===== config.mk =====
export PLATFORM = sky130hd
export DESIGN_NAME = wb_stage
export DESIGN_NICKNAME = d
export VERILOG_FILES = /design/src/rtl/mips_pkg.sv /design/src/rtl/load_align.sv /design/src/rtl/wb_stage.sv
export SDC_FILE = /design/constraint.sdc
export NUM_CORES = 1
export LEC_CHECK = 0
export CAP_MARGIN = 15
export CORE_MARGIN = 2
export CORE_UTILIZATION = 46
export CTS_CLUSTER_DIAMETER = 200
export DETAILED_ROUTE_END_ITERATION = 10
export PLACE_DENSITY = 0.87
export SYNTH_ARGS = -nofsm -noshare
export SYNTH_HDL_FRONTEND = slang
export SYNTH_SLANG_ARGS = --single-unit

===== constraint.sdc =====
create_clock -name clk -period 2.9 [get_ports clk]
set_input_delay 0.58 -clock clk [delete_from_list [all_inputs] [get_ports clk]]
set_output_delay 0.58 -clock clk [all_outputs]
set_load 0.005 [all_outputs]

===== src/rtl/mips_pkg.sv =====
// Shared encodings and types for the 5-stage core: writeback source,
// load type, register index and the MEM/WB pipeline register layout.
package mips_pkg;

  typedef logic [4:0] reg_idx_t;

  localparam logic [1:0] WBSEL_ALU  = 2'd0;
  localparam logic [1:0] WBSEL_MEM  = 2'd1;
  localparam logic [1:0] WBSEL_LINK = 2'd2;

  localparam logic [2:0] LD_LW  = 3'd0;
  localparam logic [2:0] LD_LH  = 3'd1;
  localparam logic [2:0] LD_LHU = 3'd2;
  localparam logic [2:0] LD_LB  = 3'd3;
  localparam logic [2:0] LD_LBU = 3'd4;

  // MEM/WB register contents; mis marks a misaligned load awaiting its adel pulse.
  typedef struct packed {
    logic        valid;
    logic        fresh;
    logic        regwrite;
    logic        mis;
    reg_idx_t    rd;
    logic [1:0]  wbsel;
    logic [31:0] wd;
  } memwb_t;

endpackage


===== src/rtl/load_align.sv =====
// Little-endian load extraction with sign/zero extension and alignment check.
module load_align
  import mips_pkg::*;
(
  input  logic [31:0] rdata_i,
  input  logic [1:0]  addr_lo_i,
  input  logic [2:0]  ldtype_i,
  output logic [31:0] data_o,
  output logic        misaligned_o
);

  logic [7:0]  byte_sel;
  logic [15:0] half_sel;

  always_comb begin
    byte_sel     = 8'h00;
    half_sel     = addr_lo_i[1] ? rdata_i[31:16] : rdata_i[15:0];
    data_o       = rdata_i;
    misaligned_o = 1'b0;
    case (addr_lo_i)
      2'd0:    byte_sel = rdata_i[7:0];
      2'd1:    byte_sel = rdata_i[15:8];
      2'd2:    byte_sel = rdata_i[23:16];
      default: byte_sel = rdata_i[31:24];
    endcase
    case (ldtype_i)
      LD_LH: begin
        data_o       = {{16{half_sel[15]}}, half_sel};
        misaligned_o = addr_lo_i[0];
      end
      LD_LHU: begin
        data_o       = {16'h0000, half_sel};
        misaligned_o = addr_lo_i[0];
      end
      LD_LB:  data_o = {{24{byte_sel[7]}}, byte_sel};
      LD_LBU: data_o = {24'h000000, byte_sel};
      // LW and every unassigned code behave as a full-word load.
      default: begin
        data_o       = rdata_i;
        misaligned_o = (addr_lo_i != 2'd0);
      end
    endcase
  end

endmodule


===== src/rtl/wb_stage.sv =====
// MEM/WB pipeline register, writeback data formation, register-file write
// port, misaligned-load exception pulse and retired-instruction counter.
module wb_stage
  import mips_pkg::*;
#(
  parameter int DW    = 32,
  parameter int CNT_W = 32
) (
  input  logic             clk,
  input  logic             reset,
  input  logic             stall,
  input  logic             flush,
  input  logic             m_valid,
  input  logic             m_regwrite,
  input  logic [4:0]       m_rd,
  input  logic [1:0]       m_wbsel,
  input  logic [2:0]       m_ldtype,
  input  logic [DW-1:0]    m_alu,
  input  logic [DW-1:0]    m_pc8,
  input  logic [DW-1:0]    m_rdata,
  output logic             gpr_we,
  output logic [4:0]       gpr_a3,
  output logic [DW-1:0]    gpr_wd,
  output logic             adel,
  output logic [CNT_W-1:0] instret
);

  memwb_t           wb_q, wb_d;
  logic [CNT_W-1:0] instret_q, instret_d;
  logic [31:0]      ld_data;
  logic             ld_mis;
  logic             capture;
  logic             take;
  logic             mis;
  logic [31:0]      wdata;

  load_align u_load_align (
    .rdata_i      (m_rdata),
    .addr_lo_i    (m_alu[1:0]),
    .ldtype_i     (m_ldtype),
    .data_o       (ld_data),
    .misaligned_o (ld_mis)
  );

  always_comb begin
    wb_d      = wb_q;
    instret_d = instret_q;
    // flush overrides stall so a killed instruction never lingers in the register
    capture   = ~stall | flush;
    take      = m_valid & ~flush;
    mis       = (m_wbsel == WBSEL_MEM) & ld_mis;
    case (m_wbsel)
      WBSEL_MEM:  wdata = ld_data;
      WBSEL_LINK: wdata = m_pc8;
      default:    wdata = m_alu;
    endcase
    if (capture) begin
      wb_d.valid    = take;
      wb_d.fresh    = take;
      wb_d.regwrite = m_regwrite & ~mis;
      wb_d.mis      = mis;
      wb_d.rd       = m_rd;
      wb_d.wbsel    = m_wbsel;
      wb_d.wd       = wdata;
      // counted on entry so instret already includes the instruction while it is fresh
      if (take) instret_d = instret_q + CNT_W'(1);
    end else begin
      wb_d.fresh = 1'b0;
    end
  end

  always_ff @(posedge clk or posedge reset) begin
    if (reset) begin
      wb_q      <= '0;
      instret_q <= '0;
    end else begin
      wb_q      <= wb_d;
      instret_q <= instret_d;
    end
  end

  assign gpr_we  = wb_q.valid & wb_q.fresh & wb_q.regwrite & (wb_q.rd != 5'd0);
  assign gpr_a3  = wb_q.rd;
  assign gpr_wd  = wb_q.wd;
  assign adel    = wb_q.valid & wb_q.fresh & wb_q.mis;
  assign instret = instret_q;

endmodule


# Yosys cells after proc, flatten, opt, wreduce, memory -nomap -nowiden
# Index checks and enable logic that the tools add are counted.
# totals
regBits	73
word_cells	39
# classes
n_addsub	1
eq_ne	8
n_mux	6
bitwise_logic	11
n_reduce_logical	6
# ops
op	n
case mux 32 bit (4 select lines)	1
case mux 32 bit (2 select lines)	1
adder 32 x 1 -> 32 bit, second input constant	1
case mux 8 bit (3 select lines)	1
2-to-1 mux 16 bit	1
bitwise AND 1 bit	7
equality test 3 x 2 -> 1 bit, second input constant	2
nonzero test 5 bit	1
equality test 2 x 1 -> 1 bit, second input constant	2
equality test 2 bit, second input constant	2
OR reduction 2 bit	2
equality test 3 x 1 -> 1 bit, second input constant	1
equality test 3 bit, second input constant	1
inverter 1 bit	3
logical NOT 2 bit	1
case mux 1 bit (2 select lines)	1
AND reduction 2 bit	1
nonzero test 2 bit	1
2-to-1 mux 1 bit	1
bitwise OR 1 bit	1

# Depth between registers and ports, before layout
# depth
depth_word	6
ltp_mapped	8
depth_no_buf	6

# By module
# Synthesis repeated with hierarchy kept, for this count alone.
# hier_totals
cells_unflattened	589
hier_area_um2	5059.9
# by_module_without_submodules
module	instances	cells_per_inst	area_each_um2	seq_area_each_um2
wb_stage	1	408	3813.7	1826.8
load_align	1	181	1246.2	0.0

# Worst setup path before layout
# OpenSTA, ideal clock, no wires.
# synth_timing
path_kind	input to register
startpoint	input m_wbsel[0]
endpoint	register wb_q, in the netlist gpr_wd[16]
setup_time_ns	0.086
arrival_ns	1.895
t_required_ns	2.814
slack_ns	0.919
cell_stages	8
path_buffers	3
cell_sequence	inv_1 > ha_1 > clkbuf_1 > inv_1 > clkbuf_1 > clkbuf_1 > o22ai_1 > o221ai_2
# synth_via
elab_chain_cells	2
word_cells_on_any_way	3
classes_between	eq/ne (2); mux (1)
# synth_rtl
element	line_no	text
start: declaration	wb_stage.sv:16	input logic [1:0] m_wbsel,
equality test 2 bit or equality test 2 x 1 -> 1 bit (tied branches)	wb_stage.sv:52	case (m_wbsel)
case mux 32 bit (2 select lines) *	wb_stage.sv:52	
end signal: assignment	wb_stage.sv:77	wb_q <= wb_d;
end: declaration	wb_stage.sv:28	memwb_t wb_q, wb_d;
# Every way passes the cells marked *; elsewhere a longest branch is shown, timed or not.
# A chain may end at the register's enable or synchronous reset.

# Worst setup path after layout
# layout_timing
startpoint	input m_alu[0]
endpoint	register wb_q, in the netlist gpr_wd[26]
# layout_via
elab_chain_cells	4
word_cells_on_any_way	6
classes_between	eq/ne (2); mux (3); reduce/logical (1)
# layout_rtl
element	line_no	text
start: declaration	wb_stage.sv:18	input logic [DW-1:0] m_alu,
equality test 2 bit (tied with other cells)	load_align.sv:20	case (addr_lo_i)
case mux 8 bit (3 select lines) *	load_align.sv:20	
case mux 32 bit (4 select lines) *	load_align.sv:26	case (ldtype_i)
case mux 32 bit (2 select lines) *	wb_stage.sv:52	
# Marked as above.

==> run metrics <==
Post-CTS Repair Setup Buffers=0; Area Growth Syn to Fin=37.2%; largest net degree at the start of global routing=38; critical path arrival=2.75 ns; post-route cell area=7000 sq um; GRT Overall Usage=0.284; drt drc=0; post-synthesis sequential area ratio=0.358; Gate Count Post-Synth=563; Hold WS=0.475 ns; CP Launch Type=input pin; post-synthesis cell area=5100 sq um; I/O pins=183; FF-to-FF setup slack=0.93 ns; DRC marker count from the first detailed-route iteration=461; Most used DFF post-synth=dfrtp_1; flop and latch count out of synthesis=73; Critical Path Sink Type=register; core footprint=10800 sq um; chip height=109 microns; unrepaired setup endpoints after global routing=false; Pleak=0.00283 uW; CP Max Fanout=16; CTS tree=built; hold_buf cts=0; global route overflow=0; post_cts resized=0; first-pass GRT wire length=25.9 mm; I/O Buffers=182; class of the most critical setup path=input pin to register; r2r startpoint=instret[11]; fmax=392 MHz; clk root buf=clkbuf_8; status=completed; Rows=38; hold depth=1; setup TNS=0 ns; asr flop ratio synth=1.00; YS warnings=0; Post-DRT Antenna Nets=0; routability cong.=0.937; Clock Pin Slew Worst Setup and Hold Paths=0.10 ns; detailed-router iteration count before antenna repair=5; Reg2Reg Depth=4; crit path time final=2.55 ns; Finish-stage setup viols=0; clock latency on the worst-skew pair=0.37 ns; placement-stage cell area=6820 sq um; Fin. Hold Viols=0; NumNets Final=816; HP Class=register to register; placed wire-length estimate=12.5 mm; CP Capture Point=gpr_wd[26]; WL final=16.5 mm; Via-to-Cell Ratio=6.05; total CTS buffers=9; Die X=109 microns; Worst slew margin=0.388; Syn Area/Cell=9.06 sq um; vias after detailed routing=5121; CTS sink cnt=73; PD cells=415 nW/um^2; Final period util=0.879; die area=11900 sq um; Diodes inserted=0; Max Transition Viols Final=0; Initial Util=0.471; commonest non-fill, non-tap cell in the layout=clkdlybuf4s50_1; CTS H-tree depth=3; Post-synth EDFFs=0; fill cell total of the finished layout=909; initial antenna violation count=0; vias in the first global route=5118; worst-margin pin slew=0.919 ns; critical path launch point=m_alu[0]; post-synth cell types=57; clock skew=0.0141 ns; reg2reg end=instret[27]; share of cells above drive strength 1=0.102; syn_nets=678; most frequent cells in the layout=182 x clkdlybuf4s50_1, 73 x dfrtp_1, 71 x nand2_1; clk buf depth=2; WL per Instance=19.5 microns; peak supply drop=0.284 mV; Max Cap Viol=0; Req. time, crit path=3.10 ns
-- critical path: stages --
cell and delay (ns):
clkdlybuf4s50_1 0.55, mux2_1 0.39, a22o_1 0.24, o31ai_4 0.75, o221ai_1 0.24
-- cell type report --
class | instances | area (sq um) | area share
multi-input cells | 404 | 2770 | 0.396
flip-flops and latches | 73 | 1830 | 0.261
clock inverters | 7 | 61.3 | 0.00876
clock buffers | 9 | 124 | 0.0177
well taps | 140 | 175 | 0.0250
repair buffers | 205 | 2010 | 0.287
inverters | 8 | 35.0 | 0.00500
-- registers in the layout (all words and copies together), names as in the netlist --
signal and flops:
instret 32, gpr_wd 32, gpr_a3 5, wb_q 4
-- synth_stat cells (5+ instances only) --
cell / instances / area, sq um
o211ai_1: 16 / 120
mux2i_1: 9 / 90.1
and3_1: 21 / 131
a21oi_1: 32 / 160
clkbuf_1: 23 / 86.3
xnor2_1: 31 / 272
a31oi_1: 8 / 50.1
mux4_2: 6 / 135
o221ai_2: 10 / 150
a32oi_1: 7 / 61.3
nand2_1: 71 / 267
inv_1: 7 / 26.3
nand4_1: 18 / 113
or3_1: 8 / 50.1
nand3_1: 19 / 95.1
buf_1: 5 / 18.8
o22ai_1: 16 / 100
nand2b_1: 16 / 100
buf_2: 8 / 40.0
o221ai_1: 7 / 61.3
o32a_1: 7 / 70.1
buf_4: 40 / 300
dfrtp_1: 73 / 1830
o21ai_0: 41 / 205
o211a_1: 7 / 70.1
nor2_1: 13 / 48.8
-- through the flow --
stage	util	total power [uW]	setup slack [ns]	instances
after detailed placement	0.629	2130	0.0255	830
after CTS	0.646	2900	0.367	846
after floorplan	-	1700	0.467	563
final	0.646	2900	0.351	846
after global routing	0.646	3040	0.215	846
after global placement	0.629	2090	0.0885	830
-- kinds of logic (layout without fill, tap and decap cells) --
group / Yosys count / after routing / share of synthesized area
DFF: 73 / 73 / 0.358
buffers and inverters: 86 / 229 / 0.0986
xor gates and xnor gates: 34 / 34 / 0.0584
muxes: 19 / 19 / 0.0567
adders and majority gates: 4 / 4 / 0.00932
and+or+nand+nor: 190 / 190 / 0.200
AOI/OAI and AO/OA: 157 / 157 / 0.219
-- report_power, final --
part,switching (uW),internal (uW)
sequential,89.6,1120
clock,455,325
combinational,403,505
total,948,1950
-- layer usage --
layer	vias to the layer above	wire length, microns	track usage
met3	49	1540	0.0522
met2	306	7940	0.461
met1	2444	6380	0.362
li1	2322	-	-
met5	-	0	0
met4	0	624	0.144
-- how the worst min path moves through the flow --
stage	start	to
6_report	instret[31]	instret[31]
5_1_grt	instret[31]	instret[31]
4_1_cts	instret[31]	instret[31]
3_5_place_dp	instret[31]	instret[31]
3_3_place_gp	instret[31]	instret[31]
2_1_floorplan	wb_q[40]	wb_q[40]
No activity file was read; power rests on OpenSTA's default activity.
